**src/rtl/mole_pkg.sv**
```systemverilog
// Shared game-control definitions: FSM states, hole count and LFSR constants.
// The display block reuses NUM_HOLES and HOLE_W.
package mole_pkg;

  localparam int unsigned NUM_HOLES = 5;
  localparam int unsigned HOLE_W    = 3;
  localparam int unsigned CNT_W     = 8;
  localparam int unsigned LFSR_W    = 8;
  localparam int unsigned TIMER_W   = 16;

  // Fibonacci taps 8,6,5,4 map to bits 7,5,4,3
  localparam logic [LFSR_W-1:0] LFSR_SEED = 8'hA5;
  localparam logic [LFSR_W-1:0] LFSR_TAPS = 8'hB8;

  typedef enum logic [2:0] {
    ST_IDLE,
    ST_SPAWN,
    ST_UP,
    ST_GAP,
    ST_DONE
  } state_t;

  // Hole after h in the 1..NUM_HOLES ring
  function automatic logic [HOLE_W-1:0] next_hole(input logic [HOLE_W-1:0] h);
    return (h >= HOLE_W'(NUM_HOLES)) ? HOLE_W'(1) : h + HOLE_W'(1);
  endfunction

  // Candidate hole derived from the LFSR state
  function automatic logic [HOLE_W-1:0] lfsr_hole(input logic [LFSR_W-1:0] v);
    return HOLE_W'(v % LFSR_W'(NUM_HOLES)) + HOLE_W'(1);
  endfunction

endpackage

```
**src/rtl/mole_scheduler_if.sv**
```systemverilog
// Player/display-side signal bundle of the mole scheduler.
interface mole_scheduler_if;
  import mole_pkg::*;

  logic                 start;
  logic [NUM_HOLES-1:0] btn;
  logic [HOLE_W-1:0]    oval_select;
  logic                 mole_visible;
  logic                 hit;
  logic [CNT_W-1:0]     score;
  logic [CNT_W-1:0]     misses;
  logic                 game_over;

  modport master (
    output start, btn,
    input  oval_select, mole_visible, hit, score, misses, game_over
  );

  modport slave (
    input  start, btn,
    output oval_select, mole_visible, hit, score, misses, game_over
  );

endinterface

```
**src/rtl/btn_sync_edge.sv**
```systemverilog
// Two-flop synchroniser followed by a rising-edge detector, one lane per bit.
module btn_sync_edge #(
  parameter int unsigned W = 1
) (
  input  logic         clk,
  input  logic         reset,
  input  logic [W-1:0] din,
  output logic [W-1:0] rise_c
);

  logic [W-1:0] sync1_q;
  logic [W-1:0] sync2_q;
  logic [W-1:0] prev_q;

  always_ff @(posedge clk or negedge reset) begin
    if (!reset) begin
      sync1_q <= '0;
      sync2_q <= '0;
      prev_q  <= '0;
    end else begin
      sync1_q <= din;
      sync2_q <= sync1_q;
      prev_q  <= sync2_q;
    end
  end

  assign rise_c = sync2_q & ~prev_q;

endmodule

```
**src/rtl/mole_scheduler.sv**
```systemverilog
// Whack-a-mole round scheduler: picks a hole per round, times the mole,
// scores hits and timeouts until the configured number of rounds is played.
module mole_scheduler
  import mole_pkg::*;
#(
  parameter int unsigned TICK_DIV   = 100000,
  parameter int unsigned MOLE_TICKS = 800,
  parameter int unsigned GAP_TICKS  = 300,
  parameter int unsigned ROUNDS     = 20
) (
  input logic              clk,
  input logic              reset,
  mole_scheduler_if.slave  bus
);

  localparam int unsigned PRESC_W = (TICK_DIV > 1) ? $clog2(TICK_DIV) : 1;

  state_t               state_q, state_d;
  logic [PRESC_W-1:0]   presc_q, presc_d;
  logic [TIMER_W-1:0]   timer_q, timer_d;
  logic [LFSR_W-1:0]    lfsr_q;
  logic [HOLE_W-1:0]    oval_q, oval_d;
  logic [CNT_W-1:0]     score_q, score_d;
  logic [CNT_W-1:0]     misses_q, misses_d;
  logic [CNT_W-1:0]     round_q, round_d;
  logic                 hit_q, hit_d;
  logic                 mole_visible_q;
  logic                 game_over_q;

  logic                 enter;
  logic                 tick;
  logic                 expire;
  logic                 start_rise;
  logic [NUM_HOLES-1:0] btn_rise;
  logic [NUM_HOLES-1:0] hole_mask;
  logic                 hole_hit;
  logic [HOLE_W-1:0]    cand;
  logic [HOLE_W-1:0]    pick;

  btn_sync_edge #(.W(NUM_HOLES)) u_btn_sync (
    .clk    (clk),
    .reset  (reset),
    .din    (bus.btn),
    .rise_c (btn_rise)
  );

  btn_sync_edge #(.W(1)) u_start_sync (
    .clk    (clk),
    .reset  (reset),
    .din    (bus.start),
    .rise_c (start_rise)
  );

  assign tick      = (presc_q == PRESC_W'(TICK_DIV - 1));
  assign expire    = tick && (timer_q == '0);
  assign hole_mask = NUM_HOLES'(1) << (oval_q - HOLE_W'(1));
  assign hole_hit  = |(hole_mask & btn_rise);

  // Never show the same hole twice in a row
  assign cand = lfsr_hole(lfsr_q);
  assign pick = (cand == oval_q) ? next_hole(cand) : cand;

  // Next-state and datapath updates; a start edge outside IDLE/DONE aborts the round
  always_comb begin
    state_d  = state_q;
    oval_d   = oval_q;
    score_d  = score_q;
    misses_d = misses_q;
    round_d  = round_q;
    timer_d  = timer_q;
    hit_d    = 1'b0;
    enter    = 1'b0;

    if (tick && (timer_q != '0)) begin
      timer_d = timer_q - TIMER_W'(1);
    end

    case (state_q)
      ST_IDLE, ST_DONE, ST_GAP, ST_UP, ST_SPAWN: begin
        if (start_rise) begin
          state_d  = ST_SPAWN;
          score_d  = '0;
          misses_d = '0;
          round_d  = '0;
          enter    = 1'b1;
        end else begin
          case (state_q)
            ST_SPAWN: begin
              oval_d  = pick;
              timer_d = TIMER_W'(MOLE_TICKS - 1);
              state_d = ST_UP;
              enter   = 1'b1;
            end
            ST_UP: begin
              if (hole_hit || expire) begin
                if (hole_hit) begin
                  hit_d   = 1'b1;
                  score_d = (score_q == '1) ? score_q : score_q + CNT_W'(1);
                end else begin
                  misses_d = (misses_q == '1) ? misses_q : misses_q + CNT_W'(1);
                end
                round_d = round_q + CNT_W'(1);
                timer_d = TIMER_W'(GAP_TICKS - 1);
                state_d = ST_GAP;
                enter   = 1'b1;
              end
            end
            ST_GAP: begin
              if (expire) begin
                state_d = (round_q == CNT_W'(ROUNDS)) ? ST_DONE : ST_SPAWN;
                enter   = 1'b1;
              end
            end
            default: ;
          endcase
        end
      end
      default: begin
        state_d = ST_IDLE;
      end
    endcase

    // Fresh tick period on every state entry
    presc_d = (enter || tick) ? '0 : presc_q + PRESC_W'(1);
  end

  always_ff @(posedge clk or negedge reset) begin
    if (!reset) begin
      state_q        <= ST_IDLE;
      presc_q        <= '0;
      timer_q        <= '0;
      lfsr_q         <= LFSR_SEED;
      oval_q         <= '0;
      score_q        <= '0;
      misses_q       <= '0;
      round_q        <= '0;
      hit_q          <= 1'b0;
      mole_visible_q <= 1'b0;
      game_over_q    <= 1'b0;
    end else begin
      state_q        <= state_d;
      presc_q        <= presc_d;
      timer_q        <= timer_d;
      lfsr_q         <= {lfsr_q[LFSR_W-2:0], ^(lfsr_q & LFSR_TAPS)};
      oval_q         <= oval_d;
      score_q        <= score_d;
      misses_q       <= misses_d;
      round_q        <= round_d;
      hit_q          <= hit_d;
      mole_visible_q <= (state_d == ST_UP);
      game_over_q    <= (state_d == ST_DONE);
    end
  end

  assign bus.oval_select  = oval_q;
  assign bus.mole_visible = mole_visible_q;
  assign bus.hit          = hit_q;
  assign bus.score        = score_q;
  assign bus.misses       = misses_q;
  assign bus.game_over    = game_over_q;

endmodule

```
**src/flat_wrapper.sv**
```systemverilog
// flat-port wrapper written by rule: the top's interface ports become plain ports
module mole_scheduler_flat import mole_pkg::*;
#(
  parameter int unsigned TICK_DIV   = 100000,
  parameter int unsigned MOLE_TICKS = 800,
  parameter int unsigned GAP_TICKS  = 300,
  parameter int unsigned ROUNDS     = 20
)
  (clk, reset, bus_start, bus_btn, bus_oval_select, bus_mole_visible, bus_hit, bus_score, bus_misses, bus_game_over);
  mole_scheduler_if bus_i ();
  input logic clk;
  input logic reset;
  input wire logic [$bits(bus_i.start)-1:0] bus_start;
  input wire logic [$bits(bus_i.btn)-1:0] bus_btn;
  output wire logic [$bits(bus_i.oval_select)-1:0] bus_oval_select;
  output wire logic [$bits(bus_i.mole_visible)-1:0] bus_mole_visible;
  output wire logic [$bits(bus_i.hit)-1:0] bus_hit;
  output wire logic [$bits(bus_i.score)-1:0] bus_score;
  output wire logic [$bits(bus_i.misses)-1:0] bus_misses;
  output wire logic [$bits(bus_i.game_over)-1:0] bus_game_over;
  assign bus_i.start = bus_start;
  assign bus_i.btn = bus_btn;
  assign bus_oval_select = bus_i.oval_select;
  assign bus_mole_visible = bus_i.mole_visible;
  assign bus_hit = bus_i.hit;
  assign bus_score = bus_i.score;
  assign bus_misses = bus_i.misses;
  assign bus_game_over = bus_i.game_over;
  mole_scheduler #(.TICK_DIV(TICK_DIV), .MOLE_TICKS(MOLE_TICKS), .GAP_TICKS(GAP_TICKS), .ROUNDS(ROUNDS)) u_core (.clk(clk), .reset(reset), .bus(bus_i));
endmodule
```
**config.mk**
```make
export PLATFORM = sky130hd
export DESIGN_NAME = mole_scheduler_flat
export DESIGN_NICKNAME = d
export VERILOG_FILES = /design/src/rtl/mole_pkg.sv /design/src/rtl/mole_scheduler_if.sv /design/src/rtl/btn_sync_edge.sv /design/src/rtl/mole_scheduler.sv /design/src/flat_wrapper.sv
export SDC_FILE = /design/constraint.sdc
export NUM_CORES = 1
export LEC_CHECK = 0
export CAP_MARGIN = 20
export CORE_ASPECT_RATIO = 1.75
export CORE_MARGIN = 10
export CORE_UTILIZATION = 45
export CTS_CLUSTER_DIAMETER = 120
export CTS_CLUSTER_SIZE = 10
export DETAILED_ROUTE_END_ITERATION = 10
export DONT_BUFFER_PORTS = 1
export PLACE_DENSITY_LB_ADDON = 0.1
export SLEW_MARGIN = 20
export SYNTH_ARGS = -nofsm -noshare
export SYNTH_HDL_FRONTEND = slang
export SYNTH_HIERARCHICAL = 1
export SYNTH_SLANG_ARGS = --single-unit
```
**constraint.sdc**
```tcl
create_clock -name clk -period 17.1 [get_ports clk]
set_clock_uncertainty 0.2 [all_clocks]
set_input_delay 0.855 -clock clk [delete_from_list [all_inputs] [get_ports clk]]
set_output_delay 0.855 -clock clk [all_outputs]
set_load 0.03 [all_outputs]
```
==> metrics.cfg, run 1 <==
[clock_tree]
cts_buffers=9
cts_tree=done
clockRootBuffer=clkbuf_16
cts_buffer_depth=2
cts_setup_buffers=0
insertion_delay_ns=0.34
cts_sinks=92
cts_max_level=3
clk_pin_slew_ns=0.07

[critical_path]
cpPeakStageDelay_ns=0.62
reg2reg_slack_ns=8.92
crit_path_end_kind=register
cp_num_buf_inv=4
cpMaxStageDelayCell=or4_1
crit_type=reg2reg
cp.required_ns=17.14
cp.arrival_ns=8.22
setup.worst_path.start_class=register
cp_max_fo=15
critical-path-top-delay-family=simple AND/OR/NAND/NOR gates

[sta]
hold_viol_final=0
worst_pin_slew_ns=0.7711
finalCriticalPeriod_ns=8.178
max_slew_margin_pct=48.49
timing.final.crit_share_pct=47.82
rsz0062_at_grt=no
drv_slew=0
setup_viol_count_final=0
setup_tns_ns=0
fmax_ghz=0.1223

[synth]
ys_types=75
ys_seq_area_share_pct=42.58
yosys_warnings=6
ys_ff_latch=92
syn_area_mm2=0.005419
avgSynthCellArea_um2=9.263
synth-main-ff-cell=dfrtp_1
async_reset_ff_share_pct=100.0
syn_inst=585
synth-edff-count=0
syn_nets=609

[routing]
ant_nets=0
viasPerCell=5.896
drt-wirelength-per-cell_um=16.94
drt-total-wl_um=12230
first_pass_iters=4
drc=0
dr_total_vias=4257
drtIter0Drc=184

[cells_and_area]
antenna_cells=0
area_delta_synth_final_pct=7.758
fill_cells=1167
drive_gt1_share_pct=8.547
nets=604

[placement]
port_buffers=0
hpwlAfterDp_um=8944
gp_congestion=0.8246

[global_route]
grt.overflow.total=0
track_usage_pct=15.24
antenna_found_initial=0
grt_pass1_vias=4469
grt_pass1_wl_um=20910
grt_max_degree=89

[run_status]
outcome=completed

[die]
ioPinCount=30
die_y_um=165.2
rows=53
die_x_um=103.0
initial_utilization_pct=45.40
dieArea_mm2=0.01701
core_mm2=0.01194

[power_and_ir_drop]
peakVddDrop_v=0.00009224
p_leak_nw=2.452
design_power_total_mw=0.5736
power.density_mw_per_mm2=98.23

[min_path]
hp-class=in2async

[flow_run]
max_cap_viol_count=0

cells by family after synthesis:
kind of cell             count (synthesis)  share of synthesized area, %
multiplexers                             7                         1.316
buffers and inverters                   40                         2.863
flip-flops                              92                         42.58
AND/OR/NAND/NOR                        269                         26.51
adder cells (fa/ha/maj)                 17                         3.879
AO/OA/AOI/OAI                          116                         15.75
XOR/XNOR                                44                         7.111
stage by stage:
step / setup slack, ns / area [µm²] / hold WS (ns) / std cells / utilization (%)
floorplan: 9.870 / 5419 / 0.1312 / 585 / -
global placement: 9.197 / 5529 / 0.1342 / 705 / 46.32
detailed placement: 8.994 / 5529 / 0.1381 / 705 / 46.32
CTS: 8.966 / 5839 / 0.1366 / 722 / 48.92
global route: 8.293 / 5839 / 0.1343 / 722 / 48.92
finish: 8.922 / 5839 / 0.1486 / 722 / 48.92
placed cells by master (no fill, tap or decap), types with 4 or more instances in the layout:
cell type  instances
mux2i_1            6
and3_1            11
a31oi_1            5
or4_1              4
dfstp_2            4
clkbuf_16          9
a21oi_1           21
a211oi_1           7
inv_1             21
a22o_1             6
nand4_1            8
nor3_1            20
nand2_1           50
or3_1              9
nor2_1            74
ha_1              16
xnor2_1           22
nand2b_1          11
nor2b_4            6
xor2_1            22
nor4_1             7
and2_1            11
o21ai_0           29
nand3_1           21
dfrtp_1           88
or2_2              6
nor2b_1            7
o31ai_1            7
area by class of cell:
| cell class | instances | area (µm²) | area share (%) |
|---|---|---|---|
| multi-input cells | 453 | 2957 | 50.63 |
| well taps | 137 | 171.4 | 2.935 |
| clock buffers | 9 | 225.2 | 3.857 |
| repair buffers | 3 | 42.54 | 0.7285 |
| flip-flops and latches | 92 | 2307 | 39.51 |
| clock inverters | 7 | 57.56 | 0.9856 |
| inverters | 21 | 78.83 | 1.350 |
routing by layer:
metal | global-route usage (%) | part of all wire [%] | routed length (µm) | up-vias
li1 | - | - | - | 2086
met1 | 15.74 | 39 | 4740 | 2066
met2 | 27.64 | 54 | 6571 | 76
met3 | 2.957 | 3.2 | 390 | 29
met4 | 8.513 | 4.3 | 527 | 0
met5 | 0 | 0 | 0 | -
cells in the mapped netlist (7+ instances only):
library cell | number | area, µm²
xor2_1 | 22 | 192.7
o31ai_1 | 7 | 52.55
nor4_1 | 7 | 43.79
inv_1 | 21 | 78.83
or3_1 | 9 | 56.30
xnor2_1 | 22 | 192.7
clkbuf_1 | 12 | 45.04
nand4_1 | 8 | 50.05
ha_1 | 16 | 200.2
o21ai_0 | 29 | 145.1
a21oi_1 | 21 | 105.1
dfrtp_1 | 88 | 2202
nor2b_1 | 7 | 43.79
nor3_1 | 20 | 100.1
nand3_1 | 21 | 105.1
nor2_1 | 74 | 277.8
nand2_1 | 50 | 187.7
nand2b_1 | 11 | 68.82
and2_1 | 11 | 68.82
and3_1 | 11 | 68.82
a211oi_1 | 7 | 52.55
flip-flops by register name, summed over array words and instances, names as in the netlist:
name and cells:
u_core/bus.oval_select 3, u_core/bus.score 8, u_core/bus.hit 1, u_core/u_start_sync/sync2_q 1, u_core/presc_q 17, u_core/state_q 3
u_core/u_btn_sync/sync1_q 5, u_core/timer_q 16, u_core/u_btn_sync/sync2_q 5, u_core/bus.mole_visible 1, u_core/bus.misses 8, u_core/lfsr_q 8
u_core/round_q 8, u_core/bus.game_over 1, u_core/u_start_sync/prev_q 1, u_core/u_start_sync/sync1_q 1, u_core/u_btn_sync/prev_q 5
final timing paths:
check	start	endpoint	cells after the start
max in group asynchronous	reset	u_core/presc_q[5]	1
max	u_core/lfsr_q[4]	u_core/bus.oval_select[1]	30
min in group clk	u_core/u_start_sync/sync1_q	u_core/u_start_sync/sync2_q	0
min	reset	u_core/lfsr_q[7]	0
min reg2reg	u_core/u_start_sync/sync1_q	u_core/u_start_sync/sync2_q	0
max reg2reg	u_core/lfsr_q[4]	u_core/bus.oval_select[1]	30
what timing repair did:
action | CTS | global route
endpoints found under the hold margin | 88 | 0
hold buffers | 1 | 0
resized for setup | 0 | 0
power by group:
group / internal, mW / total [mW] / switching, mW
logic: 0.0397 / 0.0960 / 0.0564
registers: 0.239 / 0.288 / 0.0496
clock network: 0.101 / 0.189 / 0.0884
Note: power is estimated with default switching activity, not from simulation.
==> run 2, diff against run 1 <==
clock period = 8.3 ns   (was 17.1 ns; I/O delays follow)
==> metrics.cfg, run 2 (same netlist as run 1, synthesis figures left out) <==
[run_status]
outcome=completed

[sta]
fmax_ghz=0.1274
hold_viol_final=0
timing.final.crit_share_pct=94.58
setup_slack_ns=0.4495
rsz0062_at_grt=no
max_slew_margin_pct=51.32
setup_viol_count_final=0
drv_slew=0
worst_pin_slew_ns=0.7276
finalCriticalPeriod_ns=7.850
setup_tns_ns=0

[cells_and_area]
instances_no_fill=733
fill_cells=1105
regMostFlops=u_core/presc_q
reg_top3=u_core/presc_q (17), u_core/timer_q (16)
antenna_cells=0
largest_reg_flops=17
nets=615
area_delta_synth_final_pct=10.34
drive_gt1_share_pct=9.899
layout_commonest_cell=dfrtp_1
layout_common_cells=88 x dfrtp_1, 74 x nor2_1, 50 x nand2_1

[clock_tree]
cts_sinks=92
cts_tree=done
cts_max_level=3
clk_pin_slew_ns=0.07
cts_buffer_depth=2
clockRootBuffer=clkbuf_16
cts_buffers=9
insertion_delay_ns=0.35

[global_route]
grt_pass1_vias=4442
grt_max_degree=93
grt_pass1_wl_um=20470
antenna_found_initial=0
grt.overflow.total=0
track_usage_pct=14.95

[critical_path]
cp_max_fo=11
cpMaxStageDelayCell=dfstp_2
cp.required_ns=8.34
setup.worst_path.start_class=register
crit_path_end_kind=register
cpPeakStageDelay_ns=0.64
crit_type=reg2reg
cp.arrival_ns=7.89

[flow_run]
max_cap_viol_count=0

[routing]
drt-wirelength-per-cell_um=16.64
dr_total_vias=4333
drc=0
ant_nets=0
viasPerCell=5.911
drt-total-wl_um=12200
first_pass_iters=5
drtIter0Drc=191

[die]
die_y_um=165.2
ioPinCount=30
initial_utilization_pct=45.40
rows=53
dieArea_mm2=0.01701
core_mm2=0.01194
die_x_um=103.0

[placement]
port_buffers=0
hpwlAfterDp_um=8870
gp_congestion=0.8374
dp_cells=709
pre_cts_slack_ns=0.4430

[power_and_ir_drop]
p_leak_nw=2.509
power.density_mw_per_mm2=201.8
peakVddDrop_v=0.0002025

[min_path]
hp-class=reg2reg

==> run 2: cell types whose count changed in the layout (fill, tap and decap cells not counted), sizes merged <==
cell / previous run / this run
bufinv: 0 / 1
dlygate4sd3: 0 / 7
inv: 25 / 23
clkinvlp: 2 / 3
buf: 3 / 7
==> run 2: where the power goes <==
| part | internal [mW] | switching, mW | total [mW] |
|---|---|---|---|
| sequential | 0.492 | 0.105 | 0.597 |
| clock | 0.235 | 0.176 | 0.411 |
| combinational | 0.0841 | 0.115 | 0.199 |
==> run 2: worst max-delay path, delay by kind of cell (launching register included) <==
kind	cells	cell delay, ns
and+or+nand+nor	9	2.35
AOI/OAI and AO/OA	10	2.08
adders and majority gates	5	1.57
DFF	1	0.64
xor gates and xnor gates	2	0.58
buffers and inverters	3	0.31
==> run 2: worst paths after layout <==
path / end / slack [ns] / cells after the start / from
min in group asynchronous: u_core/bus.misses[7] / 0.42 / 2 / reset
max in group asynchronous: u_core/lfsr_q[7] / 7.09 / 2 / reset
min: u_core/u_start_sync/sync2_q / 0.15 / 0 / u_core/u_start_sync/sync1_q
min reg2reg: u_core/u_start_sync/sync2_q / 0.15 / 0 / u_core/u_start_sync/sync1_q
max: u_core/bus.oval_select[1] / 0.45 / 29 / u_core/lfsr_q[5]
max reg2reg: u_core/bus.oval_select[1] / 0.45 / 29 / u_core/lfsr_q[5]
==> run 2: routing by layer <==
layer	global-route usage (%)	wire length, µm	vias up
met5	0	0	-
li1	-	-	2113
met4	7.370	418	0
met3	3.249	462	29
met1	15.37	4756	2102
met2	27.41	6560	89
==> run 2: area by class of cell <==
cell class	count	area, µm²	share of cell area, %
Clock inverter	7	75.07	1.255
Sequential cell	92	2307	38.59
Multi-Input combinational cell	453	2979	49.82
Timing Repair Buffer	14	142.6	2.385
Inverter	21	78.83	1.318
Tap cell	137	171.4	2.867
Clock buffer	9	225.2	3.766
==> run 2: repair_timing <==
item,4_1_cts,5_1_grt
buffers inserted,0,0
endpoints found under the hold margin,98,0
hold buffers,8,0
endpoints found under the setup margin,0,3
gates resized for setup,0,6
==> run 2: stage by stage <==
| step | power (mW) | utilization [%] | area, µm² | hold slack (ns) |
|---|---|---|---|---|
| 2_1_floorplan | 0.7362 | - | 5419 | -0.08059 |
| 3_3_place_gp | 0.7895 | 46.57 | 5559 | -0.07746 |
| 3_5_place_dp | 0.7943 | 46.57 | 5559 | -0.07772 |
| 4_1_cts | 1.223 | 49.91 | 5957 | 0.1513 |
| 5_1_grt | 1.276 | 50.09 | 5979 | 0.1628 |
| 6_report | 1.207 | 50.09 | 5979 | 0.1485 |
